===== src/rtl/spi_mem_arbiter.sv =====
// Shares one 23LC-style SPI serial RAM (mode 0, SCK = wb_clk/2) between an ibus and a dbus requester.
// Define SPI_MEM_ARB_RR_EN for round-robin on simultaneous requests; otherwise dbus has fixed priority.
module spi_mem_arbiter #(
   parameter int AW = 24  // SPI address width, 16 or 24
) (
   input  logic        wb_clk,
   input  logic        wb_rst,
   input  logic [31:0] i_ibus_adr,
   input  logic        i_ibus_cyc,
   output logic [31:0] o_ibus_rdt,
   output logic        o_ibus_ack,
   input  logic [31:0] i_dbus_adr,
   input  logic [31:0] i_dbus_dat,
   input  logic [3:0]  i_dbus_sel,
   input  logic        i_dbus_we,
   input  logic        i_dbus_cyc,
   output logic [31:0] o_dbus_rdt,
   output logic        o_dbus_ack,
   output logic        o_spi_sck,
   output logic        o_spi_ss,
   output logic        o_spi_mosi,
   input  logic        i_spi_miso
);

   localparam int PAD = 24 - AW;

   typedef enum logic [1:0] {IDLE, SHIFT, ACK, GAP} state_t;
   state_t state, state_nxt;

   logic          pick_dbus, grant, last_bit;
   logic          sel_dbus, is_write;
   logic [6:0]    nbits;
   logic [7:0]    cnt;
   logic [63:0]   tx;
   logic [31:0]   rx;

   logic [AW-1:2] req_adr;
   logic          req_we;
   logic [1:0]    low_idx;
   logic [2:0]    pop;
   logic [31:0]   dat_shift;
   logic [31:0]   data_field;
   logic [AW-1:0] addr_field;
   logic [7:0]    cmd;
   logic [6:0]    req_nbits;
   logic [63:0]   frame;

   // Address bits outside the SPI address window are intentionally ignored.
   logic unused_adr;
   assign unused_adr = ^{i_ibus_adr[31:AW], i_ibus_adr[1:0], i_dbus_adr[31:AW], i_dbus_adr[1:0]};

`ifdef SPI_MEM_ARB_RR_EN
   logic last_dbus;  // 0 = ibus was granted last
   assign pick_dbus = i_dbus_cyc & (~i_ibus_cyc | ~last_dbus);

   always_ff @(posedge wb_clk or posedge wb_rst) begin
      if (wb_rst)     last_dbus <= 1'b0;
      else if (grant) last_dbus <= pick_dbus;
   end
`else
   assign pick_dbus = i_dbus_cyc;
`endif

   // Whole frame is built left-aligned in 64 bits so the shifter always emits tx[63] first.
   always_comb begin
      req_adr = pick_dbus ? i_dbus_adr[AW-1:2] : i_ibus_adr[AW-1:2];
      req_we  = pick_dbus & i_dbus_we;
      if (i_dbus_sel[0])      low_idx = 2'd0;
      else if (i_dbus_sel[1]) low_idx = 2'd1;
      else if (i_dbus_sel[2]) low_idx = 2'd2;
      else                    low_idx = 2'd3;
      pop = {2'b00, i_dbus_sel[0]} + {2'b00, i_dbus_sel[1]}
          + {2'b00, i_dbus_sel[2]} + {2'b00, i_dbus_sel[3]};
      dat_shift  = i_dbus_dat >> {low_idx, 3'b000};
      data_field = req_we ? {dat_shift[7:0], dat_shift[15:8], dat_shift[23:16], dat_shift[31:24]}
                          : 32'h0;
      addr_field = {req_adr, req_we ? low_idx : 2'b00};
      cmd        = req_we ? 8'h02 : 8'h03;
      req_nbits  = 7'(8 + AW) + (req_we ? {1'b0, pop, 3'b000} : 7'd32);
      frame      = 64'({cmd, addr_field, data_field}) << PAD;
   end

   always_ff @(posedge wb_clk or posedge wb_rst) begin
      if (wb_rst) state <= IDLE;
      else        state <= state_nxt;
   end

   // NOTE: every always_comb output gets a default first so no path can infer a latch.
   always_comb begin
      state_nxt = state;
      grant     = 1'b0;
      last_bit  = (cnt == {nbits, 1'b1});
      case (state)
         IDLE:    if (i_ibus_cyc || i_dbus_cyc) begin
                     grant     = 1'b1;
                     state_nxt = SHIFT;
                  end
         SHIFT:   if (last_bit) state_nxt = ACK;
         ACK:     state_nxt = GAP;
         GAP:     state_nxt = IDLE;
         default: state_nxt = IDLE;
      endcase
   end

   assign o_ibus_ack = (state == ACK) & ~sel_dbus;
   assign o_dbus_ack = (state == ACK) &  sel_dbus;

   // NOTE: sequential state uses non-blocking assignments so every register samples pre-edge values.
   always_ff @(posedge wb_clk or posedge wb_rst) begin
      if (wb_rst) begin
         sel_dbus   <= 1'b0;
         is_write   <= 1'b0;
         nbits      <= '0;
         cnt        <= '0;
         tx         <= '0;
         rx         <= '0;
         o_spi_ss   <= 1'b1;
         o_spi_sck  <= 1'b0;
         o_spi_mosi <= 1'b0;
         o_ibus_rdt <= '0;
         o_dbus_rdt <= '0;
      end else begin
         case (state)
            IDLE: if (grant) begin
               sel_dbus   <= pick_dbus;
               is_write   <= req_we;
               nbits      <= req_nbits;
               tx         <= frame;
               cnt        <= '0;
               o_spi_ss   <= 1'b0;
               o_spi_mosi <= frame[63];
            end
            SHIFT: begin
               cnt <= cnt + 8'd1;
               if (last_bit) begin
                  o_spi_ss   <= 1'b1;
                  o_spi_sck  <= 1'b0;
                  o_spi_mosi <= 1'b0;
                  if (!is_write) begin
                     if (sel_dbus) o_dbus_rdt <= {rx[7:0], rx[15:8], rx[23:16], rx[31:24]};
                     else          o_ibus_rdt <= {rx[7:0], rx[15:8], rx[23:16], rx[31:24]};
                  end
               end else if (cnt < {nbits, 1'b0}) begin
                  // Even half-cycles raise SCK and sample MISO; odd ones lower SCK and advance MOSI.
                  if (!cnt[0]) begin
                     o_spi_sck <= 1'b1;
                     rx        <= {rx[30:0], i_spi_miso};
                  end else begin
                     o_spi_sck  <= 1'b0;
                     tx         <= tx << 1;
                     o_spi_mosi <= tx[62];
                  end
               end
            end
            default: ;
         endcase
      end
   end

endmodule


===== config.mk =====
export PLATFORM = sky130hd
export DESIGN_NAME = spi_mem_arbiter
export DESIGN_NICKNAME = d
export VERILOG_FILES = /design/src/rtl/spi_mem_arbiter.sv
export SDC_FILE = /design/constraint.sdc
export NUM_CORES = 1
export LEC_CHECK = 0
export BUFFER_PORTS_ARGS = -buffer_cell sky130_fd_sc_hd__buf_4
export CORE_MARGIN = 5
export CORE_UTILIZATION = 55
export DETAILED_ROUTE_END_ITERATION = 10
export GPL_TIMING_DRIVEN = 1
export PLACE_DENSITY = 0.9
export SLEW_MARGIN = 20
export SYNTH_ARGS = -nofsm -noshare
export SYNTH_HDL_FRONTEND = slang
export SYNTH_SLANG_ARGS = --single-unit

===== constraint.sdc =====
create_clock -name wb_clk -period 6.9 [get_ports wb_clk]
set_input_delay 0.345 -clock wb_clk [delete_from_list [all_inputs] [get_ports wb_clk]]
set_output_delay 0.345 -clock wb_clk [all_outputs]
set_load 0.02 [all_outputs]

==> results.md <==
- Top Family by Delay on Critical Path: buffers and inverters
- Worst-case clock buffer depth: 2
- Xor and xnor area share after synthesis: 0%
- Synth warn: 0
- Netlist cell types: 44
- Critical path class: flop to flop
- Post-CTS sizing: 0
- Post-synth top area cell: dfrtp_1
- Mux share of post-synthesis cell area: 25.1%
- Worst IR drop on VDD: 0.169 mV
- Count of input and output buffers: 154
- First-pass GRT wire length: 30700 um
- Count leader, synth: dfrtp_1
- Max incr delay on CP: 0.47 ns
- R2r startpoint: state[1]$_DFFE_PP0P_
- RSZ-0062 raised after global routing: false
- Critical path required time: 7.22 ns
- Slew HR: 28.3%
- Placer Congestion: 0.867
- CP endpoint kind: flop
- Area share of the largest cell type after synthesis: approximately 53%
- Final Hold Fails: 0
- Drt drc: 0
- Die Y: 134 um
- Clock latency on the worst-skew pair: 0.44 ns
- Routed vias: 5881
- Nets@finish: 940
- Clock root cell: clkbuf_16
- Clk pin slew, worst setup/hold paths: 0.07 ns
- Core area: 15100 um2
- Worst-Margin Slew: ~1.1 ns
- Fraction of layout cells with a size suffix above 1: 42.6%
- ANT nets after route: 0
- Largest family of logic cells by synthesized area: multiplexers
- Worst path cell trace: inv_1 -> ha_4 -> buf_4 -> nand2b_1 -> o211ai_1 -> a21oi_4 -> buf_4 -> mux2_2
- Post-route setup TNS: 0 ns
- Setup crit start kind: flop
- CTS tree: done
- Met2 GRT Util: between 30% and 40%
- Main flop type after synthesis: dfrtp_1
- 1st-iter DRT viols: 414
- Arr. time, crit path: 3.31 ns
- Worst path buffer plus inverter count: 3
- Adder-cell area share of the yosys netlist: approximately 2.2%
- H-tree Lvls: 4
- Fin Hold WS: 0.0815 ns
- Worst Path Max Fanout: approximately 100
- Cell Area, Synth: 8430 um2
- Synth Area in Simple Gates: 5.58%
- Io pins: 175
- Ys async rst share: 100%
- FF+latch count, synth: 178
- Tot GR Track Use: 21.1%
- Initial DRT Pass Iterations: 8
- Worst reg-to-reg setup slack: between 3 and 4 ns
- CTS sink cnt: 178
- Pleak: 5.31 nW
- Synth Area in Compound Gates: 9.93%
- Syn avg cell area: 12.3 um2
- Grt peak-use layer: met2
- Vias in the first global route: between 6000 and 7000
- CP dominant cell by count: buf_4
- Antenna violations before repair: 0
- R2r worst-path depth: 8
- Slowest CP cell: buf_4
- Max Cap Violations: 0
- Initial core utilization: 55.7%
- Synthesis-to-layout area growth: 22.7%
- Commonest cells post-synth: dfrtp_1 (177), mux2_2 (151), nand2_1 (54), o21ai_0 (46)
- Skew final: 0.0150 ns
- Die W: 134 um
- Post-synth EDFFs: 0
- Worst min path class: input port to asynchronous set/reset pin
- Final WL: 18600 um
- Met3 Use GR: 4.58%
- Drt wl/cell: 18.2 um
- Maximum number of pins on one net before global-route repair: 105
- Min cycle time layout: approximately 3.0 ns
- Sequential area share after synthesis: 52.8%
- Cells after synthesis: 685
- Final setup vio count: 0
- Synth Net Count: 805
- Post-CTS Setup Bufs: 0
- Pins Over Slew Limit: 0
- Placed wire-length estimate: 12300 um
- Reg-to-reg endpoint: tx[39]$_DFFE_PP0P_
- P per Cell Area: 210 nW/um2
- Met1 Usage GRT: 27.9%
- Std cell rows: 45
- CTS Hold Buffers Added: 0
- GRT overflow: 0
- Vias/cell: 5.76
- Antenna Cells: 0
- Fmax: 334 MHz
- Final period utilization: a little over two fifths
- Total CTS buffers: 17
- Largest cells by area after synthesis: dfrtp_1 (53%), mux2_2 (20%), mux2i_1 (4.6%), o21ai_0 (2.7%), nand2_1 (2.4%)
- Outcome: finished clean
- Full die area: 17900 um2
-- stage by stage --
step / instance area, um2 / total power (W) / utilization [%] / setup slack [ns] / cells
2_1_floorplan: 8430 / 0.00114 / - / 1.73 / 685
3_3_place_gp: 9660 / 0.00119 / 63.8 / 3.50 / 987
3_5_place_dp: 9660 / 0.00120 / 63.8 / 3.45 / 987
4_1_cts: 10300 / 0.00219 / 67.9 / 3.37 / 1019
5_1_grt: 10300 / 0.00225 / 68.3 / 3.73 / 1021
6_report: 10300 / 0.00217 / 68.3 / 3.91 / 1021
-- power breakdown --
group / internal, W / leakage [nW] / switching [W] / total (W)
clock network: 0.000527 / 0.300 / 0.000466 / 0.000993
logic: 0.0000588 / 2.67 / 0.0000607 / 0.000120
registers: 0.00105 / 2.35 / 0.00000843 / 0.00106
total: 0.00164 / 5.31 / 0.000535 / 0.00217
-- metal layers --
layer	part of all wire (%)	wire, um
met1	41	7700
met2	51	9420
met3	6.5	1220
met4	1.5	283
met5	0	0
-- registers in the layout (all words and copies together), names as in the netlist, 2 cells and up --
signal,count
cnt,8
nbits,4
o_dbus_rdt,32
o_ibus_rdt,32
rx,32
state,2
tx,63
-- cell usage in the layout, fill, tap and decap left out, types with 2 or more instances in the layout --
cell / n
or2_2: 2
inv_8: 2
mux2i_1: 39
a222oi_1: 8
buf_4: 159
nand2_1: 54
or4_1: 2
inv_6: 5
nand2b_1: 2
nor2b_2: 2
clkinv_8: 5
mux2_1: 2
o211ai_1: 10
a21oi_1: 5
buf_16: 2
mux2_2: 151
ha_1: 12
a211o_1: 8
dfrtp_1: 177
nor2b_1: 2
o21ai_0: 46
nor3_1: 4
a21boi_0: 9
inv_1: 38
a22o_1: 17
nor2_1: 6
clkbuf_16: 17
a21o_1: 3
nor3b_1: 8
a32o_1: 8
nand3_1: 6
and3_1: 2
-- logic make-up (layout without fill, tap and decap cells) --
family / Yosys count / after routing
flip-flops: 178 / 178
multiplexers: 192 / 192
AND/OR/NAND/NOR: 98 / 98
AO/OA/AOI/OAI: 119 / 119
adder cells (fa/ha/maj): 14 / 14
buffers and inverters: 84 / 232
-- worst register-to-register path: cells and delay by family, from the launching register on --
| kind | cells | cell delay [ns] |
|---|---|---|
| adder cells (fa/ha/maj) | 1 | 0.17 |
| buffers and inverters | 3 | 0.97 |
| flip-flops | 1 | 0.36 |
| multiplexers | 1 | 0.41 |
| AO/OA/AOI/OAI | 2 | 0.71 |
| AND/OR/NAND/NOR | 1 | 0.28 |
-- how the worst max path moves through the flow --
| stage | end | cells after the start | slack (ns) | from |
|---|---|---|---|---|
| 3_3_place_gp | tx[42]$_DFFE_PP0P_ | 8 | 3.50 | state[1]$_DFFE_PP0P_ |
| 6_report | tx[39]$_DFFE_PP0P_ | 8 | 3.91 | state[1]$_DFFE_PP0P_ |
| 3_5_place_dp | tx[40]$_DFFE_PP0P_ | 8 | 3.45 | state[1]$_DFFE_PP0P_ |
| 4_1_cts | tx[39]$_DFFE_PP0P_ | 8 | 3.37 | state[1]$_DFFE_PP0P_ |
| 2_1_floorplan | cnt[0]$_DFFE_PP0P_ | 1 | 1.73 | wb_rst |
| 5_1_grt | tx[23]$_DFFE_PP0P_ | 7 | 3.73 | state[1]$_DFFE_PP0P_ |
-- final cells by class --
type	instances	area, um2
Clock buffer	17	425
Clock inverter	15	201
Fill cell	1071	4800
Inverter	39	151
Multi-Input combinational cell	423	3630
Sequential cell	178	4460
Tap cell	188	235
Timing Repair Buffer	161	1250
(Power assumes the default switching activity.)
